<file path="src/rtl/pacman_pkg.sv">
// Shared PacMan movement types: direction encoding and keycode <-> direction helpers.
// Reused by the movement stage and the ghost logic.
package pacman_pkg;

  typedef enum logic [2:0] {
    NONE  = 3'd0,
    LEFT  = 3'd1,
    RIGHT = 3'd2,
    DOWN  = 3'd3,
    UP    = 3'd4
  } dir_t;

  localparam logic [7:0] KEY_NONE  = 8'h00;
  localparam logic [7:0] KEY_LEFT  = 8'h04;
  localparam logic [7:0] KEY_RIGHT = 8'h07;
  localparam logic [7:0] KEY_DOWN  = 8'h16;
  localparam logic [7:0] KEY_UP    = 8'h1A;

  // Any keycode that is not an arrow decodes to NONE.
  function automatic dir_t key_to_dir(input logic [7:0] key);
    dir_t d;
    case (key)
      KEY_LEFT:  d = LEFT;
      KEY_RIGHT: d = RIGHT;
      KEY_DOWN:  d = DOWN;
      KEY_UP:    d = UP;
      default:   d = NONE;
    endcase
    return d;
  endfunction

  function automatic logic [7:0] dir_to_key(input dir_t d);
    logic [7:0] key;
    case (d)
      LEFT:    key = KEY_LEFT;
      RIGHT:   key = KEY_RIGHT;
      DOWN:    key = KEY_DOWN;
      UP:      key = KEY_UP;
      default: key = KEY_NONE;
    endcase
    return key;
  endfunction

endpackage

</file>
<file path="src/rtl/move_intent.sv">
// Turn-buffering front end: turns the raw per-frame keycode into a sticky, wall-aware
// movement key, holding an early turn until its direction opens or its timer runs out.
module move_intent
  import pacman_pkg::*;
#(
  parameter int PRE_TURN_FRAMES = 16
) (
  input  logic       frame_clk,
  input  logic       Reset,
  input  logic       restart,
  input  logic       lifeDown,
  input  logic [7:0] keycode,
  input  logic [4:0] mapL,
  input  logic [4:0] mapR,
  input  logic [4:0] mapB,
  input  logic [4:0] mapT,
  output logic [7:0] move_key,
  output logic [2:0] cur_dir,
  output logic [2:0] pend_dir,
  output logic       pend_valid
);

  localparam int CW = $clog2(PRE_TURN_FRAMES + 1);
  localparam logic [CW-1:0] PRE_CNT = CW'(PRE_TURN_FRAMES);

  dir_t          cur_q, cur_d;
  dir_t          pend_q, pend_d;
  logic [CW-1:0] cnt_q, cnt_d, cnt_dec;
  logic [7:0]    key_q, key_d;
  dir_t          k, r;
  logic          expire;

  function automatic logic dir_open(input dir_t d);
    logic o;
    case (d)
      LEFT:    o = (mapL == 5'd0);
      RIGHT:   o = (mapR == 5'd0);
      DOWN:    o = (mapB == 5'd0);
      UP:      o = (mapT == 5'd0);
      default: o = 1'b0;
    endcase
    return o;
  endfunction

  always_comb begin
    k       = key_to_dir(keycode);
    cnt_dec = (cnt_q != '0) ? cnt_q - 1'b1 : '0;
    cur_d   = cur_q;
    pend_d  = pend_q;
    cnt_d   = cnt_q;
    r       = NONE;
    expire  = 1'b0;

    if (restart || lifeDown) begin
      cur_d  = NONE;
      pend_d = NONE;
      cnt_d  = '0;
    end else begin
      if (k != NONE && k != cur_q) begin
        r     = k;
        cnt_d = PRE_CNT;
      end else if (k != NONE) begin
        // Pressing the direction already travelled cancels any buffered turn.
        r      = NONE;
        pend_d = NONE;
        cnt_d  = '0;
      end else begin
        r      = pend_q;
        cnt_d  = cnt_dec;
        expire = (pend_q != NONE) && (cnt_dec == '0);
      end

      // Acceptance is checked before expiry so a turn opening on its last frame is taken.
      if (r != NONE && dir_open(r)) begin
        cur_d  = r;
        pend_d = NONE;
        cnt_d  = '0;
      end else begin
        if (expire) begin
          pend_d = NONE;
        end else if (r != NONE) begin
          pend_d = r;
        end
        if (cur_q != NONE && !dir_open(cur_q)) begin
          cur_d = NONE;
        end
      end
    end

    key_d = dir_to_key(cur_d);
  end

  always_ff @(posedge frame_clk or posedge Reset) begin
    if (Reset) begin
      cur_q  <= NONE;
      pend_q <= NONE;
      cnt_q  <= '0;
      key_q  <= KEY_NONE;
    end else begin
      cur_q  <= cur_d;
      pend_q <= pend_d;
      cnt_q  <= cnt_d;
      key_q  <= key_d;
    end
  end

  assign move_key   = key_q;
  assign cur_dir    = cur_q;
  assign pend_dir   = pend_q;
  assign pend_valid = (pend_q != NONE);

endmodule
</file>
<file path="config.mk">
export PLATFORM = sky130hd
export DESIGN_NAME = move_intent
export DESIGN_NICKNAME = d
export VERILOG_FILES = /design/src/rtl/pacman_pkg.sv /design/src/rtl/move_intent.sv
export SDC_FILE = /design/constraint.sdc
export NUM_CORES = 1
export LEC_CHECK = 0
export BUFFER_PORTS_ARGS = -buffer_cell sky130_fd_sc_hd__buf_4
export CAP_MARGIN = 20
export CORE_AREA = 8 8 63 65
export CTS_CLUSTER_SIZE = 10
export DETAILED_ROUTE_END_ITERATION = 8
export DIE_AREA = 0 0 71 73
export HOLD_SLACK_MARGIN = 0.1
export PLACE_DENSITY = 0.82
export SLEW_MARGIN = 20
export SYNTH_ARGS = -nofsm -noshare
export SYNTH_HDL_FRONTEND = slang
export SYNTH_SLANG_ARGS = --single-unit
</file>
<file path="constraint.sdc">
create_clock -name frame_clk -period 2.25 [get_ports frame_clk]
set_input_delay 0.1125 -clock frame_clk [delete_from_list [all_inputs] [get_ports frame_clk]]
set_output_delay 0.1125 -clock frame_clk [all_outputs]
set_load 0.02 [all_outputs]
</file>
==> metrics.md, run 1 <==
| Metric | Value |
|---|---|
| Adder-Cell Fraction of Synth Area | `0.0101` |
| Peak supply drop | `196 uV` |
| Leakage power | `0.804 nW` |
| Vias in the first global route | `roughly 1400` |
| Vias | `approximately 1200` |
| Die Height | `73 um` |
| Worst path max stage delay | `around 0.47 ns` |
| Arrival @ worst endpoint | `2.36 ns` |
| Post-Synth XOR/XNOR Area | `0.0352` |
| Outcome | `complete, no violations` |
| Synth Register Bits | `16` |
| GPL Wtd Cong | `0.816` |
| Final hold violation count | `0` |
| Crit. End Element | `flip-flop` |
| Grt total ovfl | `0` |
| IO Count | `47` |
| Period utilization | `0.954` |
| Most used DFF post-synth | `dfrtp_1` |
| Gate Count Post-Synth | `around 140` |
| Worst Hold Class | `in2reg` |
| Main combinational cell family by area after synthesis | `simple AND/OR/NAND/NOR gates` |
| Die width | `71 um` |
| Core area | `2950 um2` |
| Share of the synthesized area in the top cell type | `0.322` |
| GRT Util Overall | `0.140` |
| Kind of critical path | `reg2reg` |
| Clock latency on the worst-skew pair | `about 0.28 ns` |
| Slowest-stage cell, CP | `dfrtp_2` |
| Sequential area share after synthesis | `0.322` |
| Worst-path maximum fanout | `5` |
| Port Buffers | `between 40 and 50` |
| Initial core utilization | `0.421` |
| NumNets Final | `~230` |
| Top cells by area, synth | `dfrtp_1, nor3_1, a21oi_1` |
| CP cell instances | `nand2b_1 -> nor4_4 -> o21ai_2 -> a22o_1 -> o211ai_1 -> buf_4 -> nand4_4 -> o32a_4 -> o21bai_4` |
| First-pass GRT wire length | `about 5.9 mm` |
| Final max-slew violation count | `0` |
| Simple-gate share of the synthesized area | `0.322` |
| Post-synthesis async set-or-reset flop share | `1.00` |
| Post-synthesis mux area share | `0.0252` |
| Slew headroom | `0.609` |
| Initial antenna violation count | `0` |
| Wire per inst | `roughly 15 um` |
| Least-Margin Pin Slew | `a little under 0.6 ns` |
| CTS tree | `done` |
| Synth Area in Compound Gates | `0.225` |
| Clk pin slew, worst setup/hold paths | `roughly 0.10 ns` |
| Pin count of the biggest net entering global routing | `17` |
| N_diodes | `0` |
| Row count | `20` |
| Peak Freq | `around 470 MHz` |
| Area grow syn2layout | `45.2%` |
| DIE AREA | `5180 um2` |
| Synth area leader | `dfrtp_1` |
| Num CTS Buffers | `3` |
| Pre-Repair DR Iteration Count | `4` |
| ANT nets after route | `0` |
| Setup_tns | `0 ns` |
| Max_cap viols | `0` |
| Worst setup SP type | `flip-flop` |
| Worst EP required | `between 2 and 2.5 ns` |
| Layout cells sized above 1 | `0.442` |
| Routed wire length | `around 3.5 mm` |
| Mean Syn Cell Area | `9.14 um2` |
| Sink Count | `16` |
| DR iter-0 viols | `50` |
| Synth cell types | `54` |
| Worst hold slack | `0.190 ns` |
| Post-layout min period | `between 2 and 2.5 ns` |
| Final HPWL DP | `roughly 2.9 mm` |
| Clock Skew | `~0.0036 ns` |
| Number of synthesized flops with an enable pin | `0` |
| DRC violations left | `0` |
| Cell Pwr Density | `330 nW/um2` |
| Post-Syn Area | `~1200 um2` |
| Reg2Reg Setup Slack | `0.10 ns` |
| Synthesis Warnings | `0` |
| Final setup fails | `0` |
| Via density | `between 5 and 6` |
| H-tree levels | `1` |
| CTS Root Cell | `clkbuf_4` |
| Max Root-Sink Buffers | `2` |
==> metal layers <==
layer / routed length, um / GRT usage
met4: 86 / 0.0831
met5: 0 / 0
met1: 1470 / 0.148
met3: 176 / 0.0385
met2: 1730 / 0.244
==> state kept, by name (all words and copies together) (netlist names) <==
| signal | flops |
|---|---|
| pend_dir | 3 |
| move_key | 5 |
| cnt_q | 5 |
| cur_dir | 3 |
==> cell usage after synthesis, types with 3 or more instances <==
cell,count
nor3_1,12
nor2_1,10
nand2b_1,5
nor4_1,4
or3_1,3
inv_1,7
or4_1,4
dfrtp_1,16
xnor2_1,3
a21oi_1,9
nand3b_1,3
buf_4,3
nand2_1,7
o211ai_1,3
==> critical path: cells and delay by family, from the launching register on <==
family,cells,cell delay (ns)
flops,1,0.47
compound gates,5,0.91
simple gates,3,0.55
buf+inv,1,0.16
==> per-stage QoR <==
step | utilization | cells | instance area [um2] | total power [mW] | setup slack, ns
CTS | 0.586 | 228 | 1730 | 0.597 | 0.0234
finish | 0.611 | 230 | 1810 | 0.595 | 0.103
global placement | 0.571 | 223 | 1690 | 0.405 | -0.0331
detailed placement | 0.571 | 223 | 1690 | 0.410 | -0.107
global route | 0.611 | 230 | 1810 | 0.623 | -0.00221
floorplan | - | 138 | 1260 | 0.351 | 0.00336
==> path summary, 6_finish.rpt <==
kind                                 startpoint                     to  cells past startpoint
setup / recovery           cur_dir[1]$_DFF_PP0_  move_key[4]$_DFF_PP0_                      9
hold / removal                          mapT[1]  move_key[3]$_DFF_PP0_                      4
setup reg to reg           cur_dir[1]$_DFF_PP0_  move_key[4]$_DFF_PP0_                      9
hold reg to reg              cnt_q[0]$_DFF_PP0_     cnt_q[0]$_DFF_PP0_                      1
max in group asynchronous                 Reset   cur_dir[0]$_DFF_PP0_                      3
min in group asynchronous                 Reset  move_key[2]$_DFF_PP0_                      3
==> what timing repair did <==
action	4_1_cts	5_1_grt
gates resized for setup	0	11
buffers inserted	0	2
endpoints found under the setup margin	0	14
hold buffers	1	0
hold endpoints to repair	16	0
==> cell usage in the layout, fill, tap and decap left out, types with 2 or more instances in the layout <==
| cell | n |
|---|---|
| a22oi_2 | 2 |
| dfrtp_2 | 3 |
| or4_1 | 4 |
| nand2_1 | 7 |
| clkbuf_4 | 3 |
| dfrtp_1 | 13 |
| nand4_1 | 2 |
| nor2_1 | 9 |
| a21oi_1 | 9 |
| nand3b_1 | 3 |
| nand2b_1 | 4 |
| or3_1 | 3 |
| o31ai_1 | 2 |
| nor3b_1 | 2 |
| buf_4 | 58 |
| conb_1 | 3 |
| xnor2_1 | 3 |
| o211ai_1 | 3 |
| o21ai_2 | 2 |
| inv_1 | 7 |
| o21ai_0 | 2 |
| xor2_1 | 2 |
| nor4_1 | 3 |
| mux2i_1 | 2 |
| nor3_1 | 12 |
==> power breakdown <==
group / total [mW] / internal (mW) / switching, mW / leakage, nW
clock network: 0.186 / 0.0983 / 0.0878 / 0.0210
registers: 0.290 / 0.289 / 0.00145 / 0.218
logic: 0.119 / 0.0635 / 0.0552 / 0.565
==> kinds of logic after synthesis <==
logic type / Yosys count
AND/OR/NAND/NOR: 64
AO/OA/AOI/OAI: 32
flip-flops: 16
buffers and inverters: 14
XOR/XNOR: 5
multiplexers: 3
adder cells (fa/ha/maj): 1
other: 1
==> final cells by class <==
class / count / area [um2]
Inverter: 9 / 33.8
Clock buffer: 4 / 36.3
Multi-Input combinational cell: 108 / 833
Timing Repair Buffer: 60 / 457
Tap cell: 33 / 41.3
Sequential cell: 16 / 404
Fill cell: 241 / 1150
No activity file was read; power rests on OpenSTA's default activity.
==> run 2: changes to the inputs <==
--- a/config.mk
+++ b/config.mk
@@ -7,12 +7,12 @@
 export LEC_CHECK = 0
 export BUFFER_PORTS_ARGS = -buffer_cell sky130_fd_sc_hd__buf_4
 export CAP_MARGIN = 20
-export CORE_AREA = 8 8 63 65
+export CORE_AREA = 8 8 62 64
 export CTS_CLUSTER_SIZE = 10
 export DETAILED_ROUTE_END_ITERATION = 8
-export DIE_AREA = 0 0 71 73
+export DIE_AREA = 0 0 70 72
 export HOLD_SLACK_MARGIN = 0.1
-export PLACE_DENSITY = 0.82
+export PLACE_DENSITY = 0.81
 export SLEW_MARGIN = 20
 export SYNTH_ARGS = -nofsm -noshare
 export SYNTH_HDL_FRONTEND = slang
==> constraint.sdc (replaced) <==
create_clock -name frame_clk -period 2.4 [get_ports frame_clk]
set_input_delay 0.12 -clock frame_clk [delete_from_list [all_inputs] [get_ports frame_clk]]
set_output_delay 0.12 -clock frame_clk [all_outputs]
set_load 0.02 [all_outputs]
==> run 2 against run 1 <==
  * Count of clock-buffer cells in the layout stayed put
  * Cell area is 6.7% lower
  * Sequential cell count stayed put
  * Worst setup slack better by 0.059 ns
  * Die area is 2.8% lower
  * First-iteration DRC count is 24% higher
  * Global-route usage is 0.75 points lower
  * Power is 8.6% lower
  * Combinational power is 13% lower
==> metrics.md, run 2 (synthesized netlist as in run 1, its figures left out) <==
| Metric | Value |
|---|---|
| Worst EP required | `around 2.6 ns` |
| Layout cells sized above 1 | `0.381` |
| Routed wire length | `roughly 3.4 mm` |
| H-tree levels | `1` |
| Final HPWL DP | `2.92 mm` |
| Commonest non-fill, non-tap cells in the layout | `buf_4, dfrtp_1, nor3_1, nor2_1, a21oi_1` |
| Max_cap viols | `0` |
| GRT Util Overall | `0.132` |
| Final setup fails | `0` |
| Least-Margin Pin Slew | `approximately 0.57 ns` |
| Pre-Repair DR Iteration Count | `4` |
| Worst Hold Class | `in2reg` |
| IO Count | `47` |
| Area grow syn2layout | `35.4%` |
| Crit. End Element | `flip-flop` |
| Worst setup SP type | `flip-flop` |
| Placed cells | `between 200 and 250` |
| ANT nets after route | `0` |
| Vias | `approximately 1200` |
| Reg2reg end | `move_key[4]$_DFF_PP0_` |
| CTS tree | `done` |
| Hold path depth | `4` |
| DIE AREA | `5040 um2` |
| Peak supply drop | `approximately 380 uV` |
| Cell Count, Final, Fillers Out | `roughly 220` |
| Via density | `around 5.6` |
| Core area | `between 2000 and 3000 um2` |
| Die Height | `roughly 70 um` |
| Setup_tns | `0 ns` |
| Grt total ovfl | `0` |
| Cell Pwr Density | `approximately 320 nW/um2` |
| CTS resizes | `0` |
| Final max-slew violation count | `0` |
| RSZ-0062 raised after global routing | `false` |
| Final hold violation count | `0` |
| GPL Wtd Cong | `slightly above 0.8` |
| Reg2Reg Setup Slack | `0.16 ns` |
| N_diodes | `0` |
| DR iter-0 viols | `62` |
| DRC violations left | `0` |
| Port Buffers | `43` |
| Peak Freq | `447 MHz` |
| Num CTS Buffers | `3` |
| Die width | `about 70 um` |
| CTS Root Cell | `clkbuf_4` |
| Period utilization | `0.933` |
| First-pass GRT wire length | `~5.7 mm` |
| Commonest non-fill, non-tap cell in the layout | `buf_4` |
| Initial core utilization | `0.428` |
| Post-layout min period | `2.24 ns` |
| Row count | `20` |
| Clock latency on the worst-skew pair | `0.27 ns` |
| Arrival @ worst endpoint | `between 2 and 2.5 ns` |
| R2r startpoint | `cur_dir[2]$_DFF_PP0_` |
| Hold Crit Endpoint | `move_key[3]$_DFF_PP0_` |
| Clk pin slew, worst setup/hold paths | `roughly 0.08 ns` |
| Leakage power | `about 0.74 nW` |
| Pin count of the biggest net entering global routing | `17` |
| Max Root-Sink Buffers | `2` |
| Kind of critical path | `reg2reg` |
| Slew headroom | `0.616` |
| Clock Skew | `0.00136 ns` |
| Initial antenna violation count | `0` |
| R2R depth | `8` |
| Outcome | `complete, no violations` |
| Hold Crit Start | `mapT[1]` |
| Wire per inst | `approximately 15 um` |
| NumNets Final | `223` |
| Sink Count | `16` |
| Worst-path maximum fanout | `5` |
| Vias in the first global route | `roughly 1300` |
==> run 2: changes by cell type in the layout (fill, tap and decap cells not counted), sizes merged <==
cell  previous run  this run
buf             59        51
==> run 2: cell type report <==
type                            instances  area [um2]
Inverter                                9        33.8
Multi-Input combinational cell        108         779
Tap cell                               33        41.3
Clock buffer                            4        36.3
Timing Repair Buffer                   52         393
Fill cell                             269        1220
Sequential cell                        16         400
==> run 2: power breakdown <==
part	leakage, nW	switching [mW]	internal [mW]	total (mW)
Sequential	0.224	0.00138	0.271	0.272
Clock	0.0210	0.0762	0.0922	0.168
Combinational	0.497	0.0488	0.0546	0.103
==> run 2: worst max-delay path by stage <==
stage          slack, ns                  from               endpoint
3_3_place_gp        0.07            keycode[0]  move_key[4]$_DFF_PP0_
5_1_grt            0.002  cur_dir[2]$_DFF_PP0_  move_key[0]$_DFF_PP0_
2_1_floorplan       0.02  cur_dir[1]$_DFF_PP0_  move_key[4]$_DFF_PP0_
3_5_place_dp       0.001            keycode[0]  move_key[0]$_DFF_PP0_
6_report            0.16  cur_dir[2]$_DFF_PP0_  move_key[4]$_DFF_PP0_
4_1_cts             0.17  cur_dir[2]$_DFF_PP0_  move_key[4]$_DFF_PP0_
==> run 2: worst max-delay path, stage by stage (launching register included) <==
cell	delay, ns
dfrtp_1	0.38
nand2b_1	0.21
nor4b_2	0.29
nor2_1	0.14
a221o_1	0.39
nand4_2	0.12
nand4_4	0.11
o32a_4	0.42
o21bai_4	0.11
==> run 2: per-stage QoR <==
stage / instance area [um2] / hold WS (ns) / setup WS [ns] / util / power, mW
floorplan: 1250 / 0.0337 / 0.0215 / - / 0.329
global placement: 1630 / 0.208 / 0.0749 / 0.562 / 0.376
detailed placement: 1630 / 0.223 / 0.00146 / 0.562 / 0.380
CTS: 1680 / 0.198 / 0.171 / 0.578 / 0.551
global route: 1680 / 0.221 / 0.00212 / 0.580 / 0.570
finish: 1680 / 0.206 / 0.162 / 0.580 / 0.544
==> run 2: repair_timing <==
action                                 4_1_cts  5_1_grt
hold buffers                                 1        0
buffers inserted                             0        1
endpoints found under the hold margin       16        0
setup endpoints to repair                    0        2
==> run 2: per-layer routing <==
layer	up-vias	global-route usage	wire, um
li1	616	-	-
met1	569	0.147	1410
met2	54	0.234	1630
met3	2	0.0464	322
met4	0	0.0379	10
met5	-	0	0
==> run 3: changes to the inputs <==
--- a/config.mk
+++ b/config.mk
@@ -12,6 +12,7 @@
 export DETAILED_ROUTE_END_ITERATION = 8
 export DIE_AREA = 0 0 70 72
 export HOLD_SLACK_MARGIN = 0.1
+export MAX_ROUTING_LAYER = met4
 export PLACE_DENSITY = 0.81
 export SLEW_MARGIN = 20
 export SYNTH_ARGS = -nofsm -noshare
==> run 3 against run 2 <==
  * Critical path depth did not move
  * Combinational power barely moved
  * Highest routed layer unchanged
  * Utilization fell by 0.73 points
  * Sequential power barely moved
  * Largest cell class unchanged
==> metrics.md, run 3 (synthesized netlist as in run 1, its figures left out) <==
| Metric | Value |
|---|---|
| ANT nets after route | `0` |
| Area grow syn2layout | `33.7%` |
| Max Root-Sink Buffers | `2` |
| Cell Count, Final, Fillers Out | `220` |
| Via density | `approximately 5.6` |
| RSZ-0062 raised after global routing | `false` |
| Vias | `roughly 1200` |
| Wire per inst | `roughly 15 um` |
| Initial core utilization | `0.428` |
| IO Count | `47` |
| Post-layout min period | `2.23 ns` |
| Commonest non-fill, non-tap cells in the layout | `buf_4, dfrtp_1, nor3_1, nor2_1, a21oi_1` |
| Crit. End Element | `flip-flop` |
| Vias in the first global route | `~1300` |
| Grt total ovfl | `0` |
| CP cell instances | `nand2b_1 -> nor4b_2 -> nor2_1 -> a221o_1 -> nand4_2 -> nand4_4 -> o32a_4 -> o21bai_4` |
| Fill cells | `between 200 and 300` |
| N_diodes | `0` |
| R2r startpoint | `cur_dir[2]$_DFF_PP0_` |
| DRC violations left | `0` |
| Worst EP required | `around 2.6 ns` |
| Worst hold slack | `0.208 ns` |
| Routed wire length | `between 3 and 4 mm` |
| Crit path launch | `cur_dir[2]$_DFF_PP0_` |
| CTS Root Cell | `clkbuf_4` |
| Slew headroom | `0.607` |
| Hold Crit Start | `mapT[1]` |
| Max_cap viols | `0` |
| First-pass GRT wire length | `about 5.7 mm` |
| GPL Wtd Cong | `0.840` |
| Least-Margin Pin Slew | `a little under 0.6 ns` |
| Initial antenna violation count | `0` |
| Final max-slew violation count | `0` |
| H-tree levels | `1` |
| Sink Count | `16` |
| Pin count of the biggest net entering global routing | `17` |
| NumNets Final | `approximately 220` |
| Port Buffers | `43` |
| DR iter-0 viols | `73` |
| Clk pin slew, worst setup/hold paths | `approximately 0.080 ns` |
| Pre-Repair DR Iteration Count | `4` |
| Final hold violation count | `0` |
| Commonest non-fill, non-tap cell in the layout | `buf_4` |
| Peak supply drop | `229 uV` |
| Slowest-stage cell, CP | `o32a_4` |
| Die width | `about 70 um` |
| Kind of critical path | `reg2reg` |
| Num CTS Buffers | `3` |
| Postcts setup bufs | `0` |
| Period utilization | `0.928` |
| CP top delay family | `compound AO/OA/AOI/OAI gates` |
| Buffers & Inverters on Critical Path | `0` |
| GRT Util Overall | `0.134` |
| CTS tree | `done` |
| Placed cells | `216` |
| Final setup fails | `0` |
| Layout cells sized above 1 | `0.374` |
| Die Height | `roughly 70 um` |
| Worst path max stage delay | `about 0.42 ns` |
| Core area | `just under 3000 um2` |
| Peak Freq | `449 MHz` |
| Register area | `around 400 um2` |
| Final HPWL DP | `roughly 2.9 mm` |
| Clock latency on the worst-skew pair | `about 0.27 ns` |
| Outcome | `complete, no violations` |
| Setup_tns | `0 ns` |
| Final Power | `0.502 mW` |
| Cell Pwr Density | `302 nW/um2` |
| Clock Skew | `approximately 0.0025 ns` |
| Footprint of the multi-input gates | `just under 800 um2` |
| DIE AREA | `slightly above 5000 um2` |
| Row count | `20` |
| Leakage power | `0.730 nW` |
| Worst setup SP type | `flip-flop` |
| Worst Hold Class | `in2reg` |
| Arrival @ worst endpoint | `between 2 and 2.5 ns` |
| Worst-path maximum fanout | `5` |
[run 3: cell type report]
cell class | count | share of cell area
multi-input combinational | 108 | 0.469
sequential | 16 | 0.241
timing repair buffer | 51 | 0.232
tap | 33 | 0.0248
inverter | 9 | 0.0203
clock buffer | 3 | 0.0135
[run 3: layer usage]
| layer | up-vias | share of wire | GRT usage |
|---|---|---|---|
| met5 | - | 0 | - |
| met4 | 0 | 0.0030 | 0.0379 |
| met3 | 2 | 0.070 | 0.0286 |
| met2 | 50 | 0.47 | 0.228 |
| met1 | 564 | 0.46 | 0.157 |
| li1 | 614 | - | - |
[run 3: path summary, 6_finish.rpt]
check,endpoint,slack [ns],cells past startpoint
setup reg to reg,move_key[4]$_DFF_PP0_,0.17,8
max in group asynchronous,cnt_q[2]$_DFF_PP0_,1.55,3
setup / recovery,move_key[4]$_DFF_PP0_,0.17,8
hold / removal,move_key[3]$_DFF_PP0_,0.21,4
hold reg to reg,cnt_q[0]$_DFF_PP0_,0.50,1
min in group asynchronous,cur_dir[2]$_DFF_PP0_,0.47,3
[run 3: tightest hold or removal path, cell delays in order]
cell and delay (ns):
buf_4 0.08, nor2_1 0.05, o211ai_1 0.12, nor3_1 0.07
[run 3: through the flow]
stage	cell area [um2]	setup WS, ns	util
4_1_cts	1660	0.180	0.573
5_1_grt	1660	0.0106	0.573
2_1_floorplan	1250	0.0215	-
3_5_place_dp	1630	0.0127	0.562
3_3_place_gp	1630	0.0747	0.562
6_report	1660	0.174	0.573
[run 3: report_power, final]
group	leakage [nW]	internal [mW]	switching, mW
Sequential	0.224	0.271	0.00135
Clock	0.0138	0.0580	0.0694
Combinational	0.492	0.0545	0.0484
Total	0.730	0.383	0.119
[run 3: what timing repair did]
action                                  in CTS  in global routing
hold buffers                                 1                  0
resized for setup                            0                  0
hold endpoints to repair                    16                  0
endpoints found under the setup margin       0                  2
